$ cat config.mk
export PLATFORM = sky130hd
export DESIGN_NAME = lcb_distributor
export DESIGN_NICKNAME = d
export VERILOG_FILES = /design/src/rtl/lcb_distributor.sv
export SDC_FILE = /design/constraint.sdc
export NUM_CORES = 1
export LEC_CHECK = 0
export ABC_AREA = 1
export BUFFER_PORTS_ARGS = -buffer_cell sky130_fd_sc_hd__buf_4
export CAP_MARGIN = 10
export CORE_MARGIN = 2
export CORE_UTILIZATION = 38
export CTS_BUF_LIST = sky130_fd_sc_hd__clkbuf_4 sky130_fd_sc_hd__clkbuf_8
export CTS_CLUSTER_DIAMETER = 120
export DETAILED_ROUTE_END_ITERATION = 7
export PLACE_DENSITY = 0.77
export SLEW_MARGIN = 10
export SYNTH_ARGS = -nofsm -noshare
export SYNTH_HDL_FRONTEND = slang
export SYNTH_SLANG_ARGS = --single-unit
$ cat constraint.sdc
create_clock -name clk -period 1.8 [get_ports clk]
set_clock_uncertainty 0.2 [all_clocks]
set_input_delay 0.09 -clock clk [delete_from_list [all_inputs] [get_ports clk]]
set_output_delay 0.09 -clock clk [all_outputs]
set_load 0.02 [all_outputs]
$ cat src/rtl/lcb_distributor.sv
// Round-robin arbiter giving two LCB word-combiner channels turns on the shared
// frame-buffer write / read-modify-write port, with a hold watchdog and misuse flags.
//
// state | meaning
// IDLE  | no owner; comm* driven to 0, arbitration on busy_1 / busy_2
// OWN1  | channel 1 owns the port; comm* pass channel 1 through
// OWN2  | channel 2 owns the port; comm* pass channel 2 through
module lcb_distributor #(
  parameter int AW       = 10,
  parameter int DW       = 12,
  parameter int MAX_HOLD = 4095
) (
  input  logic          clk,
  input  logic          reset,
  input  logic          busy_1,
  input  logic          busy_2,
  output logic          gnt_1,
  output logic          gnt_2,
  input  logic [DW-1:0] wrdOut_1,
  input  logic [AW-1:0] wrdAddr_1,
  input  logic          wren_1,
  input  logic [AW-1:0] oldWrdAddr_1,
  input  logic          oldRdEn_1,
  output logic [DW-1:0] oldWrd_1,
  input  logic [DW-1:0] wrdOut_2,
  input  logic [AW-1:0] wrdAddr_2,
  input  logic          wren_2,
  input  logic [AW-1:0] oldWrdAddr_2,
  input  logic          oldRdEn_2,
  output logic [DW-1:0] oldWrd_2,
  output logic [DW-1:0] commWrdOut,
  output logic [AW-1:0] commWrdAddr,
  output logic          commWren,
  output logic [AW-1:0] commOldWrdAddr,
  output logic          commOldRdEn,
  input  logic [DW-1:0] commOldWrd,
  output logic          timeout_1,
  output logic          timeout_2,
  output logic          viol_1,
  output logic          viol_2
);

  localparam int CW = $clog2(MAX_HOLD + 1);
  localparam logic [CW:0] HOLD_MAX = (CW+1)'(MAX_HOLD);

  localparam logic [1:0] S_IDLE = 2'd0;
  localparam logic [1:0] S_OWN1 = 2'd1;
  localparam logic [1:0] S_OWN2 = 2'd2;

  logic [1:0]    state, state_nxt;
  logic          last_2, last_2_nxt;
  logic [CW-1:0] hold_cnt, hold_cnt_nxt;
  logic [CW:0]   hold_inc;
  logic          lockout_1, lockout_1_nxt;
  logic          lockout_2, lockout_2_nxt;
  logic          timeout_1_nxt, timeout_2_nxt;
  logic          elig_1, elig_2;

  assign elig_1   = busy_1 & ~lockout_1;
  assign elig_2   = busy_2 & ~lockout_2;
  assign hold_inc = {1'b0, hold_cnt} + {{CW{1'b0}}, 1'b1};

  always_comb begin
    state_nxt     = state;
    last_2_nxt    = last_2;
    hold_cnt_nxt  = hold_cnt;
    lockout_1_nxt = lockout_1 & busy_1;
    lockout_2_nxt = lockout_2 & busy_2;
    timeout_1_nxt = 1'b0;
    timeout_2_nxt = 1'b0;
    case (state)
      S_IDLE: begin
        hold_cnt_nxt = '0;
        if (elig_1 && elig_2) state_nxt = last_2 ? S_OWN1 : S_OWN2;
        else if (elig_1)      state_nxt = S_OWN1;
        else if (elig_2)      state_nxt = S_OWN2;
      end
      S_OWN1: begin
        if (!busy_1) begin
          state_nxt  = S_IDLE;
          last_2_nxt = 1'b0;
        end else if (hold_inc == HOLD_MAX) begin
          state_nxt     = S_IDLE;
          last_2_nxt    = 1'b0;
          lockout_1_nxt = 1'b1;
          timeout_1_nxt = 1'b1;
        end else begin
          hold_cnt_nxt = hold_inc[CW-1:0];
        end
      end
      S_OWN2: begin
        if (!busy_2) begin
          state_nxt  = S_IDLE;
          last_2_nxt = 1'b1;
        end else if (hold_inc == HOLD_MAX) begin
          state_nxt     = S_IDLE;
          last_2_nxt    = 1'b1;
          lockout_2_nxt = 1'b1;
          timeout_2_nxt = 1'b1;
        end else begin
          hold_cnt_nxt = hold_inc[CW-1:0];
        end
      end
      default: state_nxt = S_IDLE;
    endcase
  end

  // last_2 = 1 means channel 2 was served last, so channel 1 wins the first tie
  always_ff @(posedge clk or posedge reset) begin
    if (reset) begin
      state     <= S_IDLE;
      last_2    <= 1'b1;
      hold_cnt  <= '0;
      lockout_1 <= 1'b0;
      lockout_2 <= 1'b0;
      timeout_1 <= 1'b0;
      timeout_2 <= 1'b0;
      viol_1    <= 1'b0;
      viol_2    <= 1'b0;
    end else begin
      state     <= state_nxt;
      last_2    <= last_2_nxt;
      hold_cnt  <= hold_cnt_nxt;
      lockout_1 <= lockout_1_nxt;
      lockout_2 <= lockout_2_nxt;
      timeout_1 <= timeout_1_nxt;
      timeout_2 <= timeout_2_nxt;
      viol_1    <= (wren_1 | oldRdEn_1) & ~gnt_1;
      viol_2    <= (wren_2 | oldRdEn_2) & ~gnt_2;
    end
  end

  assign gnt_1 = (state == S_OWN1);
  assign gnt_2 = (state == S_OWN2);

  always_comb begin
    commWrdOut     = '0;
    commWrdAddr    = '0;
    commWren       = 1'b0;
    commOldWrdAddr = '0;
    commOldRdEn    = 1'b0;
    if (gnt_1) begin
      commWrdOut     = wrdOut_1;
      commWrdAddr    = wrdAddr_1;
      commWren       = wren_1;
      commOldWrdAddr = oldWrdAddr_1;
      commOldRdEn    = oldRdEn_1;
    end else if (gnt_2) begin
      commWrdOut     = wrdOut_2;
      commWrdAddr    = wrdAddr_2;
      commWren       = wren_2;
      commOldWrdAddr = oldWrdAddr_2;
      commOldRdEn    = oldRdEn_2;
    end
  end

  // only the owner has a read outstanding, so read data is simply broadcast
  assign oldWrd_1 = commOldWrd;
  assign oldWrd_2 = commOldWrd;

endmodule

==> flow_metrics.env <==
export IMPL_cts_clk_slew_worst_paths_ns=0.10
export IMPL_arrival_ns=2.18
export IMPL_routed_via_density=5.71
export IMPL_fillers=256
export IMPL_power_clock_fraction_pct=5.3
export IMPL_cts_tree="done"
export IMPL_critPathLaunchType="register"
export IMPL_grt_setup_unrepaired="true"
export IMPL_clk_path_buf_depth=2
export IMPL_syn_area_mm2=0.00197
export IMPL_synthXorXnorAreaFrac_pct=0
export IMPL_core_mm2=0.00507
export IMPL_ys_warn_count=0
export IMPL_start_util_pct=38.9
export IMPL_synthTopCellsByCount="nand2_1 (137), nand3_1 (43), buf_4 (25), inv_1 (25), dfrtp_1 (20)"
export IMPL_p_per_area_mw_per_mm2=1570
export IMPL_slew_violations=0
export IMPL_dr_pass1_iters=6
export IMPL_post_drt_wl_per_cell_um=19.8
export IMPL_synth_top_family_by_area="simple AND/OR/NAND/NOR gates"
export IMPL_portBuffers=111
export IMPL_wl_um=10700
export IMPL_path_max_fanout=6
export IMPL_syn_num_nets=415
export IMPL_failed_checks="negative setup slack"
export IMPL_dp_slack_ns=-0.184
export IMPL_synth_area_leader_cell="nand2_1"
export IMPL_syn_area_per_cell_um2=6.07
export IMPL_insertion_delay_ns=0.28
export IMPL_placed_area_mm2=0.00285
export IMPL_synth_most_common_cell="nand2_1"
export IMPL_final_core_util_pct=81.7
export IMPL_cts_root_buf="clkbuf_8"
export IMPL_yosys_area_share_simple_pct=45.3
export IMPL_dp_hpwl_um=4410
export IMPL_ys_flop_type="dfrtp_1"
export IMPL_synth_area_top_cells="nand2_1 (26%), dfrtp_1 (25%), nand3_1 (11%), buf_4 (9.5%), inv_1 (4.8%)"
export IMPL_syn_inst=325
export IMPL_cp_data_required_time_ns=1.80
export IMPL_finalSetupTns_ns=-9.58
export IMPL_synth_compound_area_share_pct=6.66
export IMPL_initialDrtViolationCount=207
export IMPL_status="complete, but fails checks"
export IMPL_fp_dieW_um=76.1
export IMPL_die_y_um=76.1
export IMPL_grt_max_degree=37
export IMPL_worstSetupPathType="reg -> reg"
export IMPL_grt_pass1_wl_um=10600
export IMPL_numCtsBuffers=3
export IMPL_instances_no_fill=539
export IMPL_diodes=0
export IMPL_p_sw_mw=3.31
export IMPL_hold_viol_final=0
export IMPL_hold_class="in -> async"
export IMPL_overflow=0
export IMPL_setup_violations_final=54
export IMPL_synthAdderAreaFrac_pct=3.80
export IMPL_multi_input_area_mm2=0.00166
export IMPL_synth_top_cell_area_share_pct=26.1
export IMPL_synth_seq_cells=21
export IMPL_place_congestion=0.849
export IMPL_max_vdd_ir_drop_mv=1.26
export IMPL_ys_async_sr_fraction_pct=100
export IMPL_drc=0
export IMPL_p_comb_share_pct=84.6
export IMPL_io_pins=148
export IMPL_synth_edf_count=0
export IMPL_r2r_setup_slack_ns=-0.37
export IMPL_gr_usage_all_layers_pct=21.8
export IMPL_max_cap_violations=0
export IMPL_min_period_over_period_pct=121
export IMPL_place_inst=488
export IMPL_p_leak_nw=1.94
export IMPL_fin_ws_ns=-0.374
export IMPL_tightest_slew_ns=0.429
export IMPL_final_area_mm2=0.00415
export IMPL_post_route_min_period_ns=2.17
export IMPL_route_antenna_remaining_nets=0
export IMPL_fmax_mhz=460
export IMPL_drive_above_1_share_pct=58.0
export IMPL_swShare_pct=50.9
export IMPL_dieArea_mm2=0.00579
export IMPL_htreeDepth=1
export IMPL_antenna_found_initial=0
export IMPL_regArea_um2=533
export IMPL_syn_to_final_growth_pct=110
export IMPL_nNetsFinal=560
export IMPL_fp_row_count=26
export IMPL_end_kind="register"
export IMPL_seq_power_share_pct=10.1
export IMPL_grt_pass1_vias=2392
export IMPL_seq_area_frac_synth_pct=26.7
export IMPL_synth_cell_type_count=27
export IMPL_muxShareOfSynthArea_pct=0
export IMPL_cts_sinks=21
export IMPL_intPower_mw=3.19
export IMPL_relSlewSlack_pct=71.3
export IMPL_dr_total_vias=3078
==> state kept, by name, summed over array words and instances (netlist names) <==
signal / flops
timeout_2: 1
lockout_1: 1
last_2: 1
lockout_2: 1
state: 2
timeout_1: 1
hold_cnt: 12
viol_2: 1
viol_1: 1
==> final timing paths <==
kind,cells after the start,end,start
worst max-delay path,11,hold_cnt[5],hold_cnt[1]
max in group asynchronous,4,last_2,reset
worst min-delay path,4,viol_2,reset
worst max register to register,11,hold_cnt[5],hold_cnt[1]
worst min register to register,2,last_2,last_2
min in group clk,4,commWrdAddr[5],wrdAddr_1[5]
==> metrics by stage <==
stage	power, mW	hold WS [ns]
after floorplan	2.54	-0.134
after global placement	3.54	-0.0508
after detailed placement	3.57	-0.0465
after CTS	4.28	0.210
after global routing	6.73	0.262
final	6.51	0.242
==> metal layers <==
layer / wire [µm] / part of all wire (%) / up-vias / GRT usage (%)
met5: 0 / 0 / - / 0
met2: 5210 / 49 / 292 / 39.4
met1: 3580 / 33 / 1401 / 25.1
li1: - / - / 1296 / -
met3: 1020 / 9.6 / 89 / 3.67
met4: 871 / 8.2 / 0 / 10.4
==> power groups by stage <==
stage | registers (mW) | logic [mW] | clock network, mW
floorplan | 0.644 | 1.90 | 0
global placement | 0.626 | 2.91 | 0
detailed placement | 0.631 | 2.94 | 0
CTS | 0.635 | 3.31 | 0.332
global route | 0.655 | 5.72 | 0.349
finish | 0.654 | 5.50 | 0.347
==> cells in the final DEF (no fill, tap or decap), types with 4 or more instances in the layout <==
master,netlist,final
nor2_4,1,6
o21ai_1,12,11
buf_4,25,97
nand2_4,1,4
nand2_2,2,39
inv_2,1,4
dfrtp_1,20,15
nand3_2,1,22
nor2_1,10,9
clkbuf_16,0,6
nand3_1,43,7
buf_12,0,4
nand2_1,137,98
dfrtp_2,0,5
nand3_4,0,15
dlygate4sd3_1,0,19
o21ai_0,6,4
buf_6,1,47
inv_1,25,21
==> what timing repair did <==
item                                    in CTS  in global routing
pin swaps                                   17                 60
hold endpoints to repair                    51                  0
cloned                                       2                 11
hold buffers                                19                  0
endpoints found under the setup margin      54                 55
gates resized for setup                     27                152
setup buffers                                4                 11
==> kinds of logic after synthesis <==
family | after synthesis
simple gates | 208
buf+inv | 65
compound gates | 25
flops | 21
fa+ha+maj | 6
==> worst max-delay path, cell delays in order (launching register included) <==
cell	delay (ns)
dfrtp_1	0.45
buf_4	0.17
nand3_2	0.10
nor2_1	0.16
nand2_1	0.08
nand2_1	0.14
nand3_2	0.12
nor2_4	0.14
nand3_4	0.18
nand2_4	0.17
nand2_1	0.10
o21ai_1	0.10
==> final cells by class <==
class | count | share of cell area [%]
clock inverters | 1 | 0.121
repair buffers | 175 | 41.2
flip-flops and latches | 21 | 12.9
multi-input cells | 242 | 40.0
well taps | 70 | 2.11
inverters | 27 | 2.69
clock buffers | 3 | 0.996
Note: power is estimated with default switching activity, not from simulation.
